==> src/rtl/cmatmul_pkg.sv <==
// cmatmul_pkg: FSM states, default complex widths and re/im field helpers
package cmatmul_pkg;
  typedef enum logic [1:0] {IDLE, LOAD, ISSUE, DRAIN} state_t;
  localparam int SIZE_DEF = 16;
  localparam int RW_DEF = 3 * SIZE_DEF;
  localparam int FW = 128;
  // Sign-extends the low half of a w-bit complex word (the real part).
  function automatic logic signed [63:0] re_of(input logic [FW-1:0] v, input int w);
    logic [FW-1:0] t;
    t = v << (FW - w / 2);
    return 64'($signed(t) >>> (FW - w / 2));
  endfunction
  function automatic logic signed [63:0] im_of(input logic [FW-1:0] v, input int w);
    return re_of(v >> (w / 2), w);
  endfunction
endpackage

==> src/rtl/complex_matmul_stream_lane.sv <==
// cplx_mul_pipe: one complex-multiply lane, optional conj(b), LAT-deep pipeline with valid shift
module cplx_mul_pipe
  import cmatmul_pkg::*;
#(
  parameter int SIZE = SIZE_DEF,
  parameter int RW = RW_DEF,
  parameter int LAT = 3
) (
  input  logic            clk,
  input  logic            rst,
  input  logic            in_valid,
  input  logic            conj,
  input  logic [SIZE-1:0] a,
  input  logic [SIZE-1:0] b,
  output logic            out_valid,
  output logic [RW-1:0]   out_data
);
  localparam int RH = RW / 2;
  logic signed [RH-1:0] ar, ai, br, bi, re, im;
  logic [RW-1:0] pipe [LAT];
  logic [LAT-1:0] vld;
  // Operands are widened to RH first, so products wrap exactly like the sums do.
  always_comb begin
    ar = RH'(re_of(FW'(a), SIZE));
    ai = RH'(im_of(FW'(a), SIZE));
    br = RH'(re_of(FW'(b), SIZE));
    bi = conj ? -RH'(im_of(FW'(b), SIZE)) : RH'(im_of(FW'(b), SIZE));
    re = ar * br - ai * bi;
    im = ar * bi + ai * br;
  end
  always_ff @(posedge clk) begin
    pipe[0] <= {im, re};
    for (int k = 1; k < LAT; k++) pipe[k] <= pipe[k-1];
  end
  always_ff @(posedge clk) begin
    if (rst) vld <= '0;
    else begin
      vld[0] <= in_valid;
      for (int k = 1; k < LAT; k++) vld[k] <= vld[k-1];
    end
  end
  assign out_valid = vld[LAT-1];
  assign out_data = pipe[LAT-1];
endmodule

==> src/rtl/complex_matmul_stream.sv <==
// complex_matmul_stream: streams in A and B, issues one C element per cycle over A_COL lanes
module complex_matmul_stream
  import cmatmul_pkg::*;
#(
  parameter int A_ROW = 2,
  parameter int A_COL = 2,
  parameter int B_COL = 2,
  parameter int SIZE = SIZE_DEF,
  parameter int LAT = 3,
  parameter int RW = 3 * SIZE
) (
  input  logic                     clk,
  input  logic                     rst,
  input  logic                     start,
  input  logic                     conj_b,
  input  logic                     a_valid,
  output logic                     a_ready,
  input  logic [SIZE-1:0]          a_data,
  input  logic                     b_valid,
  output logic                     b_ready,
  input  logic [SIZE-1:0]          b_data,
  output logic                     res_valid,
  output logic [RW-1:0]            res_data,
  output logic [$clog2(A_ROW)-1:0] res_row,
  output logic [$clog2(B_COL)-1:0] res_col,
  output logic                     busy,
  output logic                     done
);
  localparam int RH = RW / 2;
  localparam int NA = A_ROW * A_COL;
  localparam int NB = A_COL * B_COL;
  localparam int RRW = $clog2(A_ROW);
  localparam int CCW = $clog2(B_COL);
  localparam int AKW = $clog2(NA + 1);
  localparam int BKW = $clog2(NB + 1);
  localparam int AIW = NA > 1 ? $clog2(NA) : 1;
  localparam int BIW = NB > 1 ? $clog2(NB) : 1;
  state_t state, state_n;
  logic [SIZE-1:0] a_mem [NA];
  logic [SIZE-1:0] b_mem [NB];
  logic [AKW-1:0] a_cnt;
  logic [BKW-1:0] b_cnt;
  logic [RRW-1:0] i_idx;
  logic [CCW-1:0] j_idx;
  logic [RRW-1:0] row_pipe [LAT];
  logic [CCW-1:0] col_pipe [LAT];
  logic [A_COL-1:0] lane_v;
  logic [RW-1:0] lane_d [A_COL];
  logic signed [RH-1:0] sum_re, sum_im;
  logic conj_q, a_acc, b_acc, a_full_n, b_full_n, issue, col_last, last_issue, all_v;
  assign a_ready = state == LOAD && a_cnt != AKW'(NA);
  assign b_ready = state == LOAD && b_cnt != BKW'(NB);
  assign busy = state != IDLE;
  assign a_acc = a_valid && a_ready;
  assign b_acc = b_valid && b_ready;
  assign a_full_n = a_cnt + AKW'(a_acc) == AKW'(NA);
  assign b_full_n = b_cnt + BKW'(b_acc) == BKW'(NB);
  assign issue = state == ISSUE;
  assign col_last = j_idx == CCW'(B_COL - 1);
  assign last_issue = col_last && i_idx == RRW'(A_ROW - 1);
  assign all_v = &lane_v;
  always_comb begin
    state_n = state;
    case (state)
      IDLE:    state_n = start ? LOAD : IDLE;
      LOAD:    state_n = a_full_n && b_full_n ? ISSUE : LOAD;
      ISSUE:   state_n = last_issue ? DRAIN : ISSUE;
      DRAIN:   state_n = done ? IDLE : DRAIN;
      default: state_n = IDLE;
    endcase
  end
  always_ff @(posedge clk) begin
    if (rst) begin
      state <= IDLE;
      a_cnt <= '0;
      b_cnt <= '0;
      i_idx <= '0;
      j_idx <= '0;
      conj_q <= 1'b0;
      res_valid <= 1'b0;
      res_data <= '0;
      res_row <= '0;
      res_col <= '0;
      done <= 1'b0;
    end else begin
      state <= state_n;
      if (state == IDLE && start) begin
        conj_q <= conj_b;
        a_cnt <= '0;
        b_cnt <= '0;
        i_idx <= '0;
        j_idx <= '0;
      end
      if (a_acc) a_cnt <= a_cnt + AKW'(1);
      if (b_acc) b_cnt <= b_cnt + BKW'(1);
      if (issue) begin
        j_idx <= col_last ? '0 : j_idx + CCW'(1);
        if (col_last) i_idx <= last_issue ? '0 : i_idx + RRW'(1);
      end
      res_valid <= all_v;
      if (all_v) begin
        res_data <= {sum_im, sum_re};
        res_row <= row_pipe[LAT-1];
        res_col <= col_pipe[LAT-1];
      end
      done <= all_v && row_pipe[LAT-1] == RRW'(A_ROW - 1) && col_pipe[LAT-1] == CCW'(B_COL - 1);
    end
  end
  // Operand storage and the (row, col) tags travelling alongside the lane pipelines.
  always_ff @(posedge clk) begin
    if (a_acc) a_mem[AIW'(a_cnt)] <= a_data;
    if (b_acc) b_mem[BIW'(b_cnt)] <= b_data;
    row_pipe[0] <= i_idx;
    col_pipe[0] <= j_idx;
    for (int k = 1; k < LAT; k++) begin
      row_pipe[k] <= row_pipe[k-1];
      col_pipe[k] <= col_pipe[k-1];
    end
  end
  for (genvar k = 0; k < A_COL; k++) begin : g_lane
    cplx_mul_pipe #(.SIZE(SIZE), .RW(RW), .LAT(LAT)) u_lane (
      .clk      (clk),
      .rst      (rst),
      .in_valid (issue),
      .conj     (conj_q),
      .a        (a_mem[AIW'(int'(i_idx) * A_COL + k)]),
      .b        (b_mem[BIW'(k * B_COL + int'(j_idx))]),
      .out_valid(lane_v[k]),
      .out_data (lane_d[k])
    );
  end
  always_comb begin
    sum_re = '0;
    sum_im = '0;
    for (int k = 0; k < A_COL; k++) begin
      sum_re = sum_re + RH'(re_of(FW'(lane_d[k]), RW));
      sum_im = sum_im + RH'(im_of(FW'(lane_d[k]), RW));
    end
  end
endmodule
==> config.mk <==
export PLATFORM = sky130hd
export DESIGN_NAME = complex_matmul_stream
export DESIGN_NICKNAME = d
export VERILOG_FILES = /design/src/rtl/cmatmul_pkg.sv /design/src/rtl/complex_matmul_stream_lane.sv /design/src/rtl/complex_matmul_stream.sv
export SDC_FILE = /design/constraint.sdc
export NUM_CORES = 2
export LEC_CHECK = 0
export ABC_AREA = 1
export BUFFER_PORTS_ARGS = -buffer_cell sky130_fd_sc_hd__buf_2
export CAP_MARGIN = 25
export CELL_PAD_IN_SITES_DETAIL_PLACEMENT = 1
export CELL_PAD_IN_SITES_GLOBAL_PLACEMENT = 1
export CORE_MARGIN = 3
export CORE_UTILIZATION = 35
export DETAILED_ROUTE_END_ITERATION = 8
export GPL_ROUTABILITY_DRIVEN = 0
export PLACE_DENSITY_LB_ADDON = 0.1
export SETUP_SLACK_MARGIN = 0.15
export SLEW_MARGIN = 25
export SYNTH_ARGS = -nofsm -noshare
export SYNTH_HDL_FRONTEND = slang
export SYNTH_SLANG_ARGS = --single-unit
export TNS_END_PERCENT = 1
==> constraint.sdc <==
create_clock -name clk -period 7.08 [get_ports clk]
set_input_delay 0.354 -clock clk [delete_from_list [all_inputs] [get_ports clk]]
set_output_delay 0.354 -clock clk [all_outputs]
set_load 0.01 [all_outputs]
==> results.json <==
{
  "viasPerCell": 4.65,
  "cts_buffer_depth": 3,
  "dieArea_um2": 147000,
  "synth_edf_count": 128,
  "fillCellCount": 16187,
  "synth_top_flop_cell": "dfxtp_1",
  "hpwl_mm": 140,
  "grt_pass1_vias": 40569,
  "finClkSkew_ns": 0.0442,
  "grt_overflow": 0,
  "tightest_slew_ns": 0.960,
  "status": "finished clean",
  "route.vias.total": 36281,
  "grt_pass1_wl_mm": 252,
  "place_area_um2": 54500,
  "routed_wirelength_mm": 164,
  "fin_crit_sh": 0.951,
  "area_delta_synth_final_pct": 16.2,
  "async_flop_share": 0,
  "grt_usage": 0.228,
  "crit_family": "adder cells",
  "start_util": 0.355,
  "avgSynthCellArea_um2": 9.05,
  "htree_levels": 2,
  "syn-cell-area_um2": 49800,
  "regArea_um2": 11100,
  "final_max_slew_viol_count": 0,
  "cts_root_buf": "clkbuf_16",
  "synth_seq_cells": 489,
  "finalSetupTns_ns": 0,
  "firstDrtPassIters": 5,
  "finalHoldViolCount": 0,
  "crit_top_cell": "fa_1",
  "hp-class": "in2reg",
  "cp.required_ns": 7.63,
  "clk_latency_ns": 0.67,
  "grt_max_degree": 77,
  "syn_nets": 6787,
  "cp_slowest_cell": "fa_1",
  "startpoint_type": "register",
  "drive_above_1_share": 0.140,
  "core_area_um2": 140000,
  "grt_antenna_before_repair": 6,
  "die_h_um": 383,
  "endpoint_kind": "register",
  "finalSetupViolations": 0,
  "stdcell_area_um2": 57900,
  "cp_num_buf_inv": 4,
  "rsz0062_at_grt": "yes",
  "row_count": 137,
  "drv_cap": 0,
  "num-nets-final": 7173,
  "synthDistinctLibCells": 55,
  "ant_nets": 0,
  "drtIter0Drc": 1672,
  "cts-buffers-inserted": 56,
  "path_class": "reg2reg",
  "clock.fmax_mhz": 149,
  "clk_pin_slew_ns": 0.06,
  "ys_warn_count": 0,
  "die_w_um": 383,
  "fin_util": 0.412,
  "cpPeakStageDelay_ns": 0.91,
  "netlist_instances": 5499,
  "wl_per_cell_um": 21.0,
  "crit_fanout": 16,
  "numPortBuffers": 92,
  "multi_input_area_um2": 33500,
  "cts_sinks": 489,
  "arrival_ns": 7.28,
  "cts_tree": "built",
  "worstPathCellList": "buf_4 -> o21a_2 -> clkinvlp_4 -> nor2_1 -> fa_1 -> fa_1 -> fa_1 -> fa_1 -> fa_1 -> inv_1 -> fa_1 -> inv_1 -> ha_1 -> nand2_1 -> o21ai_0 -> a21oi_1 -> nand3_2 -> a21oi_1 -> nor2_1 -> nor2_1 -> xnor2_1",
  "fin_crit_ns": 6.73,
  "drc": 0,
  "seq_area_frac_synth": 0.222,
  "max-slew-margin-rel": 0.359,
  "io-pin-count": 93
}
[per-layer routing]
layer	share of wire	global-route usage	vias up
li1	-	-	16972
met1	0.48	0.326	18532
met2	0.46	0.377	630
met3	0.038	0.0240	147
met4	0.020	0.0435	0
met5	0	0	-
[synthesized netlist by cell type, drive strengths merged (2+ instances only)]
master / number / area [um2]
fa: 896 / 17900
clkinv: 16 / 60.1
nand3: 118 / 681
nor2: 679 / 2590
o31ai: 2 / 15.0
mux2i: 2 / 20.0
a21boi: 5 / 37.5
o221ai: 4 / 35.0
nand3b: 13 / 97.6
edfxtp: 128 / 3840
nor4: 9 / 56.3
xnor2: 56 / 490
o21a: 4 / 30.0
inv: 1437 / 5400
o21ai: 171 / 905
a31o: 2 / 17.5
nand4: 22 / 138
clkbuf: 96 / 360
buf: 30 / 213
nand2: 731 / 2840
nor3: 10 / 61.3
and2: 2 / 13.8
a21o: 10 / 75.1
a21oi: 155 / 776
o21bai: 6 / 45.0
o2111ai: 2 / 17.5
xor2: 89 / 780
ha: 354 / 4430
a211oi: 3 / 22.5
a31oi: 11 / 68.8
or2: 50 / 313
dfxtp: 361 / 7230
o211ai: 20 / 150
[final cells by class]
class                   count  share of cell area
diodes                      1           0.0000432
clock buffers              75              0.0270
clock inverters            31             0.00785
inverters                1453              0.0948
multi-input cells        3431               0.580
flip-flops and latches    489               0.192
well taps                1876              0.0406
repair buffers            454              0.0585
[flip-flops by register name (all words and copies together), names as in the netlist, named ones only]
name	cells
g_lane.u_lane.pipe	288
a_mem	64
b_mem	64
res_data	48
a_cnt	3
b_cnt	3
col_pipe	3
g_lane.u_lane.vld	3
row_pipe	3
state	2
col_last	1
conj_q	1
done	1
i_idx	1
res_col	1
res_row	1
res_valid	1
[cells in the final DEF, fill, tap and decap left out, types with 89 or more instances in the layout]
master    Yosys  final
nor2_1      668    647
edfxtp_1    128    128
ha_1        354    321
inv_1      1416   1406
o21ai_0     137    107
nand2_1     707    682
nand3_1     106     98
buf_4         3    316
xor2_1       89     89
a21oi_1     155    125
fa_1        896    882
buf_2         8     92
dfxtp_1     361    357
[path summary, 6_finish.rpt]
kind | slack [ns] | endpoint | depth (start not counted) | startpoint
setup / recovery | 0.35 | g_lane[1].u_lane.pipe[0][22] | 21 | i_idx
hold / removal | 0.04 | a_mem[1][4] | 1 | a_data[4]
setup reg to reg | 0.35 | g_lane[1].u_lane.pipe[0][22] | 21 | i_idx
hold reg to reg | 0.32 | g_lane[1].u_lane.pipe[0][143] | 0 | g_lane[1].u_lane.pipe[0][95]
[timing repair]
item | in CTS | in global routing
resized for setup | 20 | 208
setup buffers | 0 | 20
pin swaps | 4 | 72
setup endpoints to repair | 26 | 50
hold endpoints to repair | 105 | 0
hold buffers | 28 | 0
[kinds of logic (layout without fill, tap and decap cells)]
family	after synthesis	in the layout	share of synthesized area
xor gates and xnor gates	145	145	0.0255
other	0	1	0
adders and majority gates	1250	1250	0.449
buffers and inverters	1579	2013	0.121
muxes	2	2	0.000402
AOI/OAI and AO/OA	399	399	0.0448
DFF	489	489	0.222
and+or+nand+nor	1635	1635	0.137
[through the flow]
step                setup WS (ns)  std cells  hold WS (ns)
finish                      0.347       7810        0.0375
global route               0.0378       7809      0.000982
CTS                         0.122       7789       0.00110
detailed placement         -0.122       7655         0.313
global placement          -0.0825       7655         0.310
floorplan                 -0.0869       5499         0.310
Power is not shown: default switching activity piles up to over one toggle a cycle in this logic, so the estimate is an artifact.
